`src/rtl/cam_pkg.sv`:
```
// Shared types and constants for the camera stream emulator.
package cam_pkg;

  typedef enum logic [2:0] {IDLE, VSYNC, VBACK, ACTIVE, VFRONT} state_e;

  typedef enum logic [1:0] {
    PAT_BARS    = 2'd0,
    PAT_RAMP    = 2'd1,
    PAT_FRAMEID = 2'd2,
    PAT_CHECK   = 2'd3
  } pat_e;

  localparam logic [15:0] BAR_WHITE   = 16'hFFFF;
  localparam logic [15:0] BAR_YELLOW  = 16'hFFE0;
  localparam logic [15:0] BAR_CYAN    = 16'h07FF;
  localparam logic [15:0] BAR_GREEN   = 16'h07E0;
  localparam logic [15:0] BAR_MAGENTA = 16'hF81F;
  localparam logic [15:0] BAR_RED     = 16'hF800;
  localparam logic [15:0] BAR_BLUE    = 16'h001F;
  localparam logic [15:0] BAR_BLACK   = 16'h0000;

  function automatic logic [15:0] bar_color(input logic [2:0] idx);
    case (idx)
      3'd0:    return BAR_WHITE;
      3'd1:    return BAR_YELLOW;
      3'd2:    return BAR_CYAN;
      3'd3:    return BAR_GREEN;
      3'd4:    return BAR_MAGENTA;
      3'd5:    return BAR_RED;
      3'd6:    return BAR_BLUE;
      default: return BAR_BLACK;
    endcase
  endfunction

endpackage

```
`src/rtl/cam_pattern_lut.sv`:
```
// Maps pixel coordinates and the latched pattern code to one RGB565 word.
module cam_pattern_lut
  import cam_pkg::*;
(
  input  pat_e        pat,
  input  logic [7:0]  x,
  input  logic [7:0]  y,
  input  logic [2:0]  bar_idx,
  input  logic [7:0]  frame_cnt,
  output logic [15:0] w
);

  always_comb begin
    w = 16'h0000;
    case (pat)
      PAT_BARS:    w = bar_color(bar_idx);
      PAT_RAMP:    w = {x, y};
      PAT_FRAMEID: w = {8'hA5, frame_cnt};
      PAT_CHECK:   w = (x[3] ^ y[3]) ? 16'hFFFF : 16'h0000;
      default:     w = 16'h0000;
    endcase
  end

endmodule

```
`src/rtl/cam_stream_gen.sv`:
```
// OV7670-style sensor emulator: vsync/href timing and RGB565 bytes, high byte first.
// Outputs are registered from the next-state values so they line up with state changes.
module cam_stream_gen
  import cam_pkg::*;
#(
  parameter int H_PIX       = 160,
  parameter int V_PIX       = 120,
  parameter int H_BLANK     = 144,
  parameter int VSYNC_LINES = 3,
  parameter int V_BACK      = 17,
  parameter int V_FRONT     = 10
) (
  input  logic       pclk,
  input  logic       reset,
  input  logic       enable,
  input  logic [1:0] pattern_sel,
  output logic       vsync,
  output logic       href,
  output logic [7:0] dout,
  output logic       frame_done,
  output logic [7:0] frame_cnt,
  output logic       busy
);

  localparam int LINE_LEN  = 2 * H_PIX + H_BLANK;
  localparam int HW        = $clog2(LINE_LEN);
  localparam int VW        = $clog2(VSYNC_LINES + V_BACK + V_PIX + V_FRONT + 1);
  localparam int BAR_BYTES = H_PIX / 4;
  localparam int BW        = $clog2(BAR_BYTES);
  localparam logic [HW-1:0] H_LAST   = HW'(LINE_LEN - 1);
  localparam logic [HW-1:0] H_ACT    = HW'(2 * H_PIX);
  localparam logic [BW-1:0] BAR_LAST = BW'(BAR_BYTES - 1);

  state_e        state_q, state_d;
  pat_e          pat_q, pat_d;
  logic [HW-1:0] h_cnt_q, h_cnt_d;
  logic [VW-1:0] v_cnt_q, v_cnt_d, v_last;
  logic [BW-1:0] bar_byte_q, bar_byte_d;
  logic [2:0]    bar_idx_q, bar_idx_d;
  logic [7:0]    frame_cnt_q, frame_cnt_d, dout_q, dout_d;
  logic          vsync_q, vsync_d, href_q, href_d;
  logic          frame_done_q, frame_done_d, busy_q, busy_d;
  logic          line_end, state_end;
  logic [HW-1:0] x_pix;
  logic [7:0]    x8, y8;
  logic [15:0]   word;

  assign x_pix = h_cnt_d >> 1;
  assign x8    = 8'(x_pix);
  assign y8    = 8'(v_cnt_d);

  cam_pattern_lut u_lut (
    .pat       (pat_d),
    .x         (x8),
    .y         (y8),
    .bar_idx   (bar_idx_d),
    .frame_cnt (frame_cnt_q),
    .w         (word)
  );

  always_comb begin
    state_d     = state_q;
    pat_d       = pat_q;
    h_cnt_d     = h_cnt_q;
    v_cnt_d     = v_cnt_q;
    bar_byte_d  = bar_byte_q;
    bar_idx_d   = bar_idx_q;
    frame_cnt_d = frame_cnt_q;

    case (state_q)
      VSYNC:   v_last = VW'(VSYNC_LINES - 1);
      VBACK:   v_last = VW'(V_BACK - 1);
      ACTIVE:  v_last = VW'(V_PIX - 1);
      VFRONT:  v_last = VW'(V_FRONT - 1);
      default: v_last = '0;
    endcase
    line_end  = (h_cnt_q == H_LAST);
    state_end = line_end && (v_cnt_q == v_last);

    if (state_q == IDLE) begin
      if (enable) begin
        state_d = VSYNC;
        pat_d   = pat_e'(pattern_sel);
        h_cnt_d = '0;
        v_cnt_d = '0;
      end
    end else begin
      h_cnt_d = line_end ? '0 : h_cnt_q + HW'(1);
      v_cnt_d = line_end ? v_cnt_q + VW'(1) : v_cnt_q;
      if (state_end) begin
        v_cnt_d = '0;
        case (state_q)
          VSYNC:  state_d = VBACK;
          VBACK:  state_d = ACTIVE;
          ACTIVE: state_d = VFRONT;
          VFRONT: begin
            // Only place enable is sampled once running: frames are never cut short.
            if (enable) begin
              state_d = VSYNC;
              pat_d   = pat_e'(pattern_sel);
            end else begin
              state_d = IDLE;
            end
          end
          default: state_d = IDLE;
        endcase
      end
    end

    href_d       = (state_d == ACTIVE) && (h_cnt_d < H_ACT);
    vsync_d      = (state_d == VSYNC);
    busy_d       = (state_d != IDLE);
    frame_done_d = (state_d == VFRONT) && (h_cnt_d == H_LAST) &&
                   (v_cnt_d == VW'(V_FRONT - 1));
    frame_cnt_d  = frame_cnt_q + 8'(frame_done_d);

    // Bar position tracks the byte shown next cycle; a counter avoids dividing x.
    if (h_cnt_d == '0) begin
      bar_byte_d = '0;
      bar_idx_d  = '0;
    end else if (href_d) begin
      if (bar_byte_q == BAR_LAST) begin
        bar_byte_d = '0;
        bar_idx_d  = bar_idx_q + 3'd1;
      end else begin
        bar_byte_d = bar_byte_q + BW'(1);
      end
    end

    dout_d = href_d ? (h_cnt_d[0] ? word[7:0] : word[15:8]) : 8'h00;
  end

  always_ff @(posedge pclk or posedge reset) begin
    if (reset) begin
      state_q      <= IDLE;
      pat_q        <= PAT_BARS;
      h_cnt_q      <= '0;
      v_cnt_q      <= '0;
      bar_byte_q   <= '0;
      bar_idx_q    <= '0;
      frame_cnt_q  <= '0;
      dout_q       <= '0;
      vsync_q      <= 1'b0;
      href_q       <= 1'b0;
      frame_done_q <= 1'b0;
      busy_q       <= 1'b0;
    end else begin
      state_q      <= state_d;
      pat_q        <= pat_d;
      h_cnt_q      <= h_cnt_d;
      v_cnt_q      <= v_cnt_d;
      bar_byte_q   <= bar_byte_d;
      bar_idx_q    <= bar_idx_d;
      frame_cnt_q  <= frame_cnt_d;
      dout_q       <= dout_d;
      vsync_q      <= vsync_d;
      href_q       <= href_d;
      frame_done_q <= frame_done_d;
      busy_q       <= busy_d;
    end
  end

  assign vsync      = vsync_q;
  assign href       = href_q;
  assign dout       = dout_q;
  assign frame_done = frame_done_q;
  assign frame_cnt  = frame_cnt_q;
  assign busy       = busy_q;

endmodule
```
`config.mk`:
```
export PLATFORM = sky130hd
export DESIGN_NAME = cam_stream_gen
export DESIGN_NICKNAME = d
export VERILOG_FILES = /design/src/rtl/cam_pkg.sv /design/src/rtl/cam_pattern_lut.sv /design/src/rtl/cam_stream_gen.sv
export SDC_FILE = /design/constraint.sdc
export NUM_CORES = 1
export LEC_CHECK = 0
export CAP_MARGIN = 5
export CORE_MARGIN = 2
export CORE_UTILIZATION = 55
export DETAILED_ROUTE_END_ITERATION = 8
export PLACE_DENSITY = 0.83
export SKIP_CTS_REPAIR_TIMING = 1
export SYNTH_ARGS = -nofsm -noshare
export SYNTH_HDL_FRONTEND = slang
export SYNTH_SLANG_ARGS = --single-unit
```
`constraint.sdc`:
```
create_clock -name pclk -period 6.1 [get_ports pclk]
set_input_delay 0.915 -clock pclk [delete_from_list [all_inputs] [get_ports pclk]]
set_output_delay 0.915 -clock pclk [all_outputs]
set_load 0.05 [all_outputs]
```
Word-level counts from Yosys, hierarchy flattened
Cells that the tools add are included.
- logic and storage cells: 78
- flip-flop bits (word level): 51
- input port bits: 5
- eq/ne operators: 21
- add/subtract/negate cells: 5
- bitwise operators: 1
- magnitude comparators: 1
- reductions and logical operators: 10
- muxes and demuxes: 28
- operator list (operator ; number):
    $pmux W16 S7 ; 1
    $pmux W16 S4 ; 1
    $mux W8 ; 6
    $pmux W7 S4 ; 1
    $mux W9 ; 3
    $eq A9 B9 Y1 const B ; 2
    $mux W3 ; 6
    $mux W6 ; 3
    $mux W16 ; 1
    $eq A3 B2 Y1 const B ; 5
    $eq A3 B3 Y1 const B ; 5
    $pmux W3 S4 ; 1
    $add A9 B1 Y9 const B ; 1
    $eq A3 B1 Y1 const B ; 3
    $logic_not A9 Y1 ; 1
    $lt A9 B9 Y1 const B ; 1
    $add A8 B1 Y8 ; 1
    $add A8 B1 Y8 const B ; 1
    $eq A8 B4 Y1 const B ; 1
    $eq A8 B8 Y1 ; 1
    $mux W2 ; 4
    $add A6 B1 Y6 const B ; 1
    $eq A6 B6 Y1 const B ; 1
    $logic_not A3 Y1 ; 2
    other kinds (9) ; 13

Logic depth before layout (Yosys ltp)
Gate-level depths: netlist (run 1).
- word-level depth: 15
- mapped depth: 15
- mapped depth without buffers: 14

Modules after synthesis
Synthesis (run 1) repeated with hierarchy kept, for this count alone.
- cell total of the unflattened synthesis: 326
- area total of the unflattened synthesis: 3071.7 um^2
- by module, submodules not included (module ; times used ; cells an instance ; area each (um^2) ; sequential area each (um^2)):
    cam_stream_gen ; 1 ; 288 ; 2751.4 ; 1276.2
    cam_pattern_lut ; 1 ; 38 ; 320.3 ; 0.0

Worst setup path after synthesis (run 1)
OpenSTA, ideal clock, no wires.
- path type: input to register
- start point: input port enable
- end point: register frame_cnt_q[6], in the netlist frame_cnt[6]
- setup time: 0.142 ns
- buffers on the path: 0
- path slack: 2.441 ns
- cell stages on the path: 12
- arrival: 3.517 ns
- cells stage by stage: nor4_2 nand2_1 o21ai_0 and4_1 o211ai_1 or4b_1 nor4_2 ha_1 ha_1 and3_1 nand3_1 xnor2_1
- RTL lines (element ; line ; RTL):
    from (decl) ; cam_stream_gen.sv:15 ; input logic enable,
    $mux W9 ; cam_stream_gen.sv:81 ; if (enable) begin
    $mux W9 ; cam_stream_gen.sv:80 ; if (state_q == IDLE) begin
    via h_cnt_d[0] ; cam_stream_gen.sv:36 ; logic [HW-1:0] h_cnt_q, h_cnt_d;
    $eq A9 B9 Y1 ; cam_stream_gen.sv:113 ; frame_done_d = (state_d == VFRONT) && (h_cnt_d == H_LAST) &&
    $logic_and A1 B1 Y1 (2 in series) ; cam_stream_gen.sv:113 ;
    via frame_done_d ; cam_stream_gen.sv:42 ; logic frame_done_q, frame_done_d, busy_q, busy_d;
    $add A8 B1 Y8 ; cam_stream_gen.sv:115 ; frame_cnt_d = frame_cnt_q + 8'(frame_done_d);
    via frame_cnt_d[6] ; cam_stream_gen.sv:40 ; logic [7:0] frame_cnt_q, frame_cnt_d, dout_q, dout_d;
    to (signal assigned) ; cam_stream_gen.sv:154 ; frame_cnt_q <= frame_cnt_d;
    to (decl) ; cam_stream_gen.sv:40 ;
The timed path passes the listed nets, and every way through them passes these cells.
A chain may end at the register's enable or synchronous reset.

Worst setup path in the final report (run 1)
- start point: register state_q[0]
- end point: register frame_cnt_q[6], in the netlist frame_cnt[6]
- RTL lines (element ; line ; RTL):
    from (decl) ; cam_stream_gen.sv:34 ; state_e state_q, state_d;
    from (signal assigned) ; cam_stream_gen.sv:148 ; state_q <= state_d;
    $logic_not A3 Y1 ; cam_stream_gen.sv:80 ;
    $mux W9 ; cam_stream_gen.sv:80 ;
    via h_cnt_d[6] ; cam_stream_gen.sv:36 ;
    $eq A9 B9 Y1 ; cam_stream_gen.sv:113 ;
    $logic_and A1 B1 Y1 (2 in series) ; cam_stream_gen.sv:113 ;
    via frame_done_d ; cam_stream_gen.sv:42 ;
    $add A8 B1 Y8 ; cam_stream_gen.sv:115 ;
    via frame_cnt_d[6] ; cam_stream_gen.sv:40 ;
The timed path passes the listed nets, and every way through them passes these cells.

==> impl_metrics.py, run 1 <==
metrics = {
    "sta": {
        "maxSlewViolCount": 0,
        "max_freq_mhz": 223.1,
        "grt_setup_unrepaired": "no",
        "finalSetupViolCount": 0,
        "period_share": 0.7349,
        "clock_skew_ns": 0.009007,
        "fin_tns_setup_ns": 0,
        "relSlewSlack": 0.2916,
        "period_needed_ns": 4.483,
        "hold_ws_ns": 0.5132,
        "hold_viol": 0,
        "worstMarginPinSlew_ns": 1.061,
    },
    "worst_hold_path": {
        "min_path_type": "flop to flop",
        "min-delay-start": "frame_cnt[7]$_DFF_PP0_",
        "whs_path_depth": 1,
    },
    "worst_setup_path": {
        "crit_arrival_ns": 4.68,
        "cp.required_ns": 6.29,
        "crit_top_cell": "ha_1",
        "start_kind": "flop",
        "end_kind": "flop",
        "cpPeakStageDelay_ns": 0.73,
        "crit_fanout": 16,
        "cp_top_family": "simple AND/OR/NAND/NOR gates",
        "startpoint": "state_q[0]$_DFF_PP0_",
        "worstPathCellList": "or3_1 -> o21ai_0 -> buf_4 -> o41ai_1 -> nand4_1 -> or4b_1 -> nor4_2 -> ha_1 -> ha_1 -> and3_1 -> nand3_1 -> xnor2_1",
        "slowest_stage": "dfrtp_1",
        "reg2reg_from": "state_q[0]$_DFF_PP0_",
        "crit_type": "flop to flop",
        "cp.buffers_inverters": 1,
        "cp.depth": 12,
        "rr_worst_depth": 12,
    },
    "power_and_ir_drop": {
        "p_leak_uw": 0.001526,
        "p_per_area_nw_per_um2": 149.9,
        "peakVddDrop_mv": 0.1583,
    },
    "clock_tree": {
        "cts_buffers": 5,
        "path_clk_slew_ns": 0.09,
        "max-clock-path-buffers": 2,
        "root_buffer": "clkbuf_8",
        "clk_latency_ns": 0.31,
        "clock-sinks": 51,
        "htreeDepth": 2,
        "tritoncts": "done",
    },
    "yosys": {
        "ys.flop_type": "dfrtp_1",
        "synth_cell_types": 72,
        "synth-seq-cells": 51,
        "ys_warn_count": 0,
        "netlist_instances": 345,
        "async_flop_share": 1.000,
        "syn-cell-area_sq_um": 3267,
        "synth-seq-area-share": 0.3907,
        "synth_edf_count": 0,
        "syn_area_per_cell_sq_um": 9.469,
        "syn_nets": 356,
    },
    "global_routing": {
        "overflow": 0,
        "grtUsageTotal": 0.2572,
        "grt_pass1_vias": 2755,
        "antenna_found_initial": 0,
        "grt_pass1_wl_um": 12930,
        "grt_max_degree": 52,
    },
    "layout": {
        "nNetsFinal": 379,
        "drive_above_1_share": 0.09756,
        "area_growth_pct": 11.87,
        "antennaDiodeCount": 0,
        "layout_common_cells": "dfrtp_1 (51), nand2_1 (34), clkdlybuf4s50_1 (24)",
        "mostFrequentLayoutCell": "dfrtp_1",
    },
    "drt": {
        "vias": 2876,
        "postRouteAntennaNets": 0,
        "dr.pass1.iters": 4,
        "wire_per_inst_um": 17.74,
        "wirelength_um": 7875,
        "viasPerCell": 6.477,
        "first_iter_violations": 299,
        "post-route-drc-count": 0,
    },
    "placement": {
        "gp_congestion": 0.9312,
        "port_buffers": 24,
        "hpwlAfterDp_um": 5708,
    },
    "die": {
        "die_w_um": 81.07,
        "dieArea_sq_um": 6572,
        "rows": 28,
        "io_pins": 25,
        "start_util": 0.5617,
        "core-area_sq_um": 5816,
        "die_y_um": 81.07,
    },
    "status": {
        "outcome": "finished clean",
    },
    "job": {
        "maxCapViolCount": 0,
    },
}
==> registers in the layout, indices dropped and copies added (netlist names) <==
signal and flops:
frame_done 1, vsync 1, busy 1, state_q 3
href 1, frame_cnt 8, bar_byte_q 6, bar_idx_q 3
h_cnt_q 9, pat_q 2, dout 8, v_cnt_q 8
==> final timing paths <==
check                                         endpoint  slack, ns
worst max-delay path            frame_cnt[6]$_DFF_PP0_       1.62
worst min-delay path            frame_cnt[7]$_DFF_PP0_       0.51
worst max register to register  frame_cnt[6]$_DFF_PP0_       1.62
worst min register to register  frame_cnt[7]$_DFF_PP0_       0.51
max in group asynchronous       frame_cnt[5]$_DFF_PP0_       4.26
min in group asynchronous       bar_idx_q[1]$_DFF_PP0_       1.19
==> Yosys cell counts, types with 5 or more instances <==
| library cell | instances | area share |
|---|---|---|
| o21ai_0 | 18 | 0.028 |
| a31oi_1 | 6 | 0.011 |
| mux2i_1 | 5 | 0.015 |
| a21oi_1 | 11 | 0.017 |
| nand4_1 | 10 | 0.019 |
| o211ai_1 | 8 | 0.018 |
| nand2_1 | 34 | 0.039 |
| or3_1 | 5 | 0.0096 |
| xnor2_1 | 11 | 0.029 |
| xor2_1 | 6 | 0.016 |
| buf_2 | 5 | 0.0077 |
| a22oi_1 | 5 | 0.011 |
| nor3_1 | 6 | 0.0092 |
| inv_1 | 12 | 0.014 |
| nand3_1 | 14 | 0.021 |
| ha_1 | 6 | 0.023 |
| o31ai_1 | 5 | 0.011 |
| nor2b_1 | 9 | 0.017 |
| a21boi_0 | 6 | 0.014 |
| dfrtp_1 | 51 | 0.39 |
| nor2_1 | 21 | 0.024 |
==> power by group <==
group          total, uW  switching (uW)  internal [uW]  leakage (uW)
logic               13.1            9.89           3.21      0.000822
clock network        197             116           81.0     0.0000483
registers            338               0            338      0.000656
total                548             126            422       0.00153
==> worst reg2reg max path, cell delays in order (launching register included) <==
cell and delay [ns]:
dfrtp_1 0.73, or3_1 0.44, o21ai_0 0.40, buf_4 0.28
o41ai_1 0.58, nand4_1 0.21, or4b_1 0.57, nor4_2 0.26
ha_1 0.26, ha_1 0.20, and3_1 0.20, nand3_1 0.10
xnor2_1 0.14
==> per-stage QoR <==
step           instance area [sq um]  total power [uW]  setup WS, ns    util  std cells
5_1_grt                         3655             567.6         1.274  0.6284        444
2_1_floorplan                   3267             351.5         2.441       -        345
3_5_place_dp                    3567             357.8         1.373  0.6134        436
4_1_cts                         3655             552.7         1.650  0.6284        444
3_3_place_gp                    3567             357.6         1.513  0.6134        436
6_report                        3655             547.7         1.617  0.6284        444
==> cell type report <==
class / instances / area (sq um)
fillers: 503 / 2161
flip-flops and latches: 51 / 1276
clock buffers: 5 / 68.82
repair buffers: 28 / 270.3
well taps: 75 / 93.84
inverters: 12 / 45.04
clock inverters: 3 / 18.77
multi-input cells: 270 / 1882
==> metal layers <==
metal | vias to the layer above | wire, um | global-route usage
met3 | 23 | 508 | 0.05000
met1 | 1387 | 3435 | 0.3402
li1 | 1352 | - | -
met5 | - | 0 | 0
met2 | 114 | 3665 | 0.3983
met4 | 0 | 264 | 0.1390
==> logic make-up (layout without fill, tap and decap cells) <==
logic type | after synthesis | in the layout | synth area share
flip-flops | 51 | 51 | 0.3907
AND/OR/NAND/NOR | 143 | 143 | 0.2604
buffers and inverters | 24 | 48 | 0.03332
XOR/XNOR | 17 | 17 | 0.04558
adder cells (fa/ha/maj) | 6 | 6 | 0.02298
multiplexers | 6 | 6 | 0.01953
AO/OA/AOI/OAI | 98 | 98 | 0.2275
No activity file was read; power rests on OpenSTA's default activity.
==> run 2, diff against run 1 <==
--- a/config.mk
+++ b/config.mk
@@ -7,7 +7,7 @@
 export LEC_CHECK = 0
 export CAP_MARGIN = 5
 export CORE_MARGIN = 2
-export CORE_UTILIZATION = 55
+export CORE_UTILIZATION = 53
 export DETAILED_ROUTE_END_ITERATION = 8
 export PLACE_DENSITY = 0.83
 export SKIP_CTS_REPAIR_TIMING = 1
==> constraint.sdc (replaced) <==
create_clock -name pclk -period 3.6 [get_ports pclk]
set_input_delay 0.54 -clock pclk [delete_from_list [all_inputs] [get_ports pclk]]
set_output_delay 0.54 -clock pclk [all_outputs]
set_load 0.05 [all_outputs]
==> impl_metrics.py, run 2 (synthesized netlist as in run 1, its figures left out) <==
metrics = {
    "sta": {
        "period_needed_ns": 3.533,
        "clock_skew_ns": 0.007253,
        "grt_setup_unrepaired": "yes",
        "max_freq_mhz": 283.1,
        "finalSetupViolCount": 0,
        "layout_setup_ws_ns": 0.06722,
        "maxSlewViolCount": 0,
        "period_share": 0.9813,
        "hold_viol": 0,
        "worstMarginPinSlew_ns": 1.026,
        "relSlewSlack": 0.3153,
        "hold_ws_ns": 0.5135,
    },
    "clock_tree": {
        "cts_buffers": 5,
        "tritoncts": "done",
        "clock-sinks": 51,
        "root_buffer": "clkbuf_8",
        "max-clock-path-buffers": 2,
        "htreeDepth": 2,
        "path_clk_slew_ns": 0.09,
        "clk_latency_ns": 0.31,
    },
    "global_routing": {
        "grtUsageTotal": 0.2784,
        "overflow": 0,
        "antenna_found_initial": 0,
        "grtUsageMet2": 0.4371,
        "grt_max_degree": 52,
        "grtUsageMet1": 0.3718,
        "grt_pass1_vias": 2943,
        "busiest_layer": "met2",
        "grt_pass1_wl_um": 14300,
        "grt_use_met3": 0.05761,
    },
    "worst_setup_path": {
        "cp.required_ns": 3.80,
        "rr_worst_depth": 13,
        "start_kind": "flop",
        "crit_fanout": 7,
        "worstPathCellList": "buf_4 -> and2b_2 -> mux2i_2 -> nor3_4 -> o22ai_2 -> a32o_2 -> or4b_4 -> nor4_4 -> ha_2 -> ha_4 -> and3_4 -> nand3_4 -> xnor2_2",
        "slowest_stage": "or4b_4",
        "cpPeakStageDelay_ns": 0.54,
        "crit_type": "flop to flop",
        "end_kind": "flop",
        "crit_arrival_ns": 3.73,
    },
    "layout": {
        "antennaDiodeCount": 0,
        "finalNonFillerCells": 503,
        "largest_reg_flops": 9,
        "top_register": "h_cnt_q",
        "nNetsFinal": 438,
        "drive_above_1_share": 0.2687,
        "layout_common_cells": "buf_4 (57), dfrtp_1 (49), nand2_1 (34)",
        "area_growth_pct": 31.18,
        "mostFrequentLayoutCell": "buf_4",
    },
    "die": {
        "core-area_sq_um": 5956,
        "die_y_um": 82.51,
        "die_w_um": 82.51,
        "start_util": 0.5485,
        "rows": 28,
        "io_pins": 25,
        "dieArea_sq_um": 6808,
    },
    "power_and_ir_drop": {
        "p_leak_uw": 0.001891,
        "peakVddDrop_mv": 0.2122,
        "p_per_area_nw_per_um2": 218.6,
        "p_total_uw": 936.8,
    },
    "placement": {
        "hpwlAfterDp_um": 6447,
        "dp_cells": 485,
        "gp_congestion": 0.9653,
        "preCtsSetupSlack_ns": -0.3658,
        "port_buffers": 24,
    },
    "drt": {
        "vias": 3157,
        "wirelength_um": 9162,
        "wire_per_inst_um": 18.21,
        "dr.pass1.iters": 6,
        "first_iter_violations": 358,
        "viasPerCell": 6.276,
        "postRouteAntennaNets": 0,
        "post-route-drc-count": 0,
    },
    "status": {
        "outcome": "finished clean",
    },
    "worst_hold_path": {
        "min_path_type": "flop to flop",
        "whs_path_depth": 1,
    },
    "job": {
        "maxCapViolCount": 0,
    },
}
[run 2: changes by cell type in the layout (fill, tap and decap cells not counted), sizes merged]
cell           previous run  this run
buf                       4        62
clkbuf                    5         6
clkdlybuf4s50            24        23
clkinv                    2         0
clkinvlp                  0         1
dlymetal6s2s              0         2
[run 2: cell type report]
type / count / area (sq um)
Tap cell: 75 / 93.84
Fill cell: 430 / 1670
Inverter: 12 / 45.04
Clock buffer: 6 / 72.57
Timing Repair Buffer: 87 / 739.5
Multi-Input combinational cell: 270 / 2039
Sequential cell: 51 / 1279
Clock inverter: 2 / 16.27
[run 2: worst paths after layout]
kind / startpoint / end / slack [ns]
max in group asynchronous: reset / state_q[1]$_DFF_PP0_ / 2.09
setup reg to reg: state_q[1]$_DFF_PP0_ / frame_cnt[6]$_DFF_PP0_ / 0.07
hold reg to reg: frame_cnt[7]$_DFF_PP0_ / frame_cnt[7]$_DFF_PP0_ / 0.51
setup / recovery: state_q[1]$_DFF_PP0_ / frame_cnt[6]$_DFF_PP0_ / 0.07
hold / removal: frame_cnt[7]$_DFF_PP0_ / frame_cnt[7]$_DFF_PP0_ / 0.51
min in group asynchronous: reset / bar_idx_q[1]$_DFF_PP0_ / 0.80
[run 2: metrics by stage]
| stage | instance area [sq um] | utilization | TNS [ns] |
|---|---|---|---|
| 2_1_floorplan | 3267 | - | 0 |
| 3_3_place_gp | 3935 | 0.6607 | -1.000 |
| 3_5_place_dp | 3935 | 0.6607 | -1.464 |
| 4_1_cts | 4024 | 0.6756 | -0.1660 |
| 5_1_grt | 4285 | 0.7195 | -0.09072 |
| 6_report | 4285 | 0.7195 | 0 |
[run 2: layer usage]
| metal | routed length (um) | share of wire | up-vias |
|---|---|---|---|
| li1 | - | - | 1467 |
| met1 | 3808 | 0.42 | 1506 |
| met2 | 4414 | 0.48 | 158 |
| met3 | 714 | 0.078 | 26 |
| met4 | 223 | 0.024 | 0 |
| met5 | 0 | 0 | - |
[run 2: worst max-delay path, delay by kind of cell, from the launching register on]
family | cells | cell delay, ns
flip-flops | 1 | 0.48
multiplexers | 1 | 0.18
adder cells (fa/ha/maj) | 2 | 0.42
AND/OR/NAND/NOR | 6 | 1.63
XOR/XNOR | 1 | 0.15
buffers and inverters | 1 | 0.16
AO/OA/AOI/OAI | 2 | 0.42
[run 2: report_power, final]
part | internal (uW) | leakage (uW) | switching, uW
Sequential | 572 | 0.000653 | 0
Combinational | 6.75 | 0.00120 | 17.0
Clock | 140 | 0.0000418 | 201
Total | 719 | 0.00189 | 218
==> run 3, diff against run 2 <==
--- a/config.mk
+++ b/config.mk
@@ -11,6 +11,7 @@
 export DETAILED_ROUTE_END_ITERATION = 8
 export PLACE_DENSITY = 0.83
 export SKIP_CTS_REPAIR_TIMING = 1
+export SLEW_MARGIN = 20
 export SYNTH_ARGS = -nofsm -noshare
 export SYNTH_HDL_FRONTEND = slang
 export SYNTH_SLANG_ARGS = --single-unit
==> impl_metrics.py, run 3 (synthesized netlist as in run 1, its figures left out) <==
metrics = {
    "worst_hold_path": {
        "whs_path_depth": 1,
        "min_path_type": "flop to flop",
        "hold_end": "frame_cnt[7]$_DFF_PP0_",
        "min-delay-start": "frame_cnt[7]$_DFF_PP0_",
    },
    "clock_tree": {
        "cts_buffers": 5,
        "max-clock-path-buffers": 2,
        "htreeDepth": 2,
        "root_buffer": "clkbuf_8",
        "path_clk_slew_ns": 0.09,
        "tritoncts": "done",
        "clock-sinks": 51,
        "clk_latency_ns": 0.31,
    },
    "die": {
        "dieArea_sq_um": 6808,
        "die_w_um": 82.51,
        "io_pins": 25,
        "core-area_sq_um": 5956,
        "die_y_um": 82.51,
        "rows": 28,
        "start_util": 0.5485,
    },
    "sta": {
        "max_freq_mhz": 283.8,
        "clock_skew_ns": 0.006286,
        "grt_setup_unrepaired": "yes",
        "relSlewSlack": 0.4351,
        "period_needed_ns": 3.523,
        "worstMarginPinSlew_ns": 0.8463,
        "maxSlewViolCount": 0,
        "finalSetupViolCount": 0,
        "hold_viol": 0,
        "period_share": 0.9787,
    },
    "layout": {
        "area_growth_pct": 31.21,
        "antennaDiodeCount": 0,
        "fillers": 430,
        "finalNonFillerCells": 503,
        "largest_reg_flops": 9,
        "top_register": "h_cnt_q",
        "nNetsFinal": 438,
        "layout_common_cells": "buf_4 (57), dfrtp_1 (49), nand2_1 (34)",
        "drive_above_1_share": 0.2687,
        "stdcell_area_sq_um": 4287,
        "mostFrequentLayoutCell": "buf_4",
    },
    "worst_setup_path": {
        "start_kind": "flop",
        "slowest_stage": "or4b_4",
        "crit_arrival_ns": 3.72,
        "rr_worst_depth": 13,
        "end_kind": "flop",
        "crit_fanout": 7,
        "cpPeakStageDelay_ns": 0.54,
        "rrSetupSlack_ns": 0.08,
        "crit_type": "flop to flop",
        "reg2reg_from": "state_q[1]$_DFF_PP0_",
        "worstPathCellList": "buf_4 -> and2b_2 -> mux2i_2 -> nor3_4 -> o22ai_2 -> a32o_2 -> or4b_4 -> nor4_4 -> ha_2 -> ha_4 -> and3_4 -> nand3_4 -> xnor2_2",
        "timing.rr.end": "frame_cnt[6]$_DFF_PP0_",
        "cp.required_ns": 3.80,
    },
    "power_and_ir_drop": {
        "peakVddDrop_mv": 0.2126,
        "p_leak_uw": 0.001891,
        "p_sw_uw": 217.6,
        "switching_share": 0.2323,
        "combPwrFrac": 0.025,
        "seq_power_share": 0.611,
        "internal_power_uw": 719.3,
        "p_clk_frac": 0.364,
        "p_per_area_nw_per_um2": 218.6,
    },
    "placement": {
        "port_buffers": 24,
        "dp_cells": 485,
        "gp_congestion": 0.9653,
        "hpwlAfterDp_um": 6447,
        "placed_cell_area_sq_um": 3935,
    },
    "global_routing": {
        "grt_pass1_wl_um": 14300,
        "antenna_found_initial": 0,
        "grt_max_degree": 52,
        "grt_pass1_vias": 2943,
        "grtUsageTotal": 0.2784,
        "overflow": 0,
    },
    "drt": {
        "post-route-drc-count": 0,
        "first_iter_violations": 462,
        "dr.pass1.iters": 5,
        "wire_per_inst_um": 18.17,
        "wirelength_um": 9142,
        "viasPerCell": 6.268,
        "postRouteAntennaNets": 0,
        "vias": 3153,
    },
    "status": {
        "outcome": "finished clean",
    },
    "job": {
        "maxCapViolCount": 0,
    },
}
run 3: changes by cell type in the layout (fill, tap and decap cells not counted):
| cell | delta |
|---|---|
| inv_2 | -1 |
| clkinv_2 | +1 |
run 3: how the worst max path moves through the flow:
stage,to,from,cells after the start,slack [ns]
2_1_floorplan,frame_cnt[6]$_DFF_PP0_,h_cnt_q[0]$_DFF_PP0_,13,0.05
3_3_place_gp,frame_cnt[6]$_DFF_PP0_,enable,13,-0.30
3_5_place_dp,frame_cnt[6]$_DFF_PP0_,enable,13,-0.37
4_1_cts,frame_cnt[4]$_DFF_PP0_,enable,13,-0.09
5_1_grt,frame_cnt[6]$_DFF_PP0_,state_q[1]$_DFF_PP0_,13,-0.05
6_report,frame_cnt[6]$_DFF_PP0_,state_q[1]$_DFF_PP0_,13,0.08
run 3: area by class of cell:
class,count,area [sq um],share of cell area
inverters,12,46.29,0.01080
clock inverters,2,16.27,0.003795
clock buffers,6,72.57,0.01693
multi-input cells,270,2039,0.4758
well taps,75,93.84,0.02189
repair buffers,87,739.5,0.1725
flip-flops and latches,51,1279,0.2983
run 3: stage by stage:
stage | TNS (ns) | hold WS [ns] | utilization | setup WS, ns | power [uW]
5_1_grt | -0.1001 | 0.5408 | 0.7197 | -0.05273 | 963.9
2_1_floorplan | 0 | 0.4962 | - | 0.05130 | 595.6
3_3_place_gp | -1.000 | 0.4885 | 0.6607 | -0.3025 | 607.2
6_report | 0 | 0.5142 | 0.7197 | 0.07683 | 936.9
4_1_cts | -0.1660 | 0.5216 | 0.6756 | -0.09058 | 948.0
3_5_place_dp | -1.464 | 0.5022 | 0.6607 | -0.3658 | 607.8
run 3: power groups by stage:
stage	clock network (uW)	registers, uW	logic (uW)
after global routing	364	573	27.4
after global placement	0	584	23.5
after detailed placement	0	584	24.1
after floorplan	0	584	11.8
after CTS	351	572	24.2
final	341	572	23.7
run 3: layer usage:
metal  share of wire  up-vias  GRT usage
met5               0        -          0
met4           0.025        0     0.1246
met3           0.070       29    0.05761
met2            0.48      150     0.4371
met1            0.43     1507     0.3718
li1                -     1467          -
run 3: worst max-delay path: cells and delay by family, from the launching register on:
family	cells	cell delay, ns
muxes	1	0.18
buffers and inverters	1	0.16
adders and majority gates	2	0.41
DFF	1	0.47
AOI/OAI and AO/OA	2	0.42
and+or+nand+nor	6	1.62
xor gates and xnor gates	1	0.15
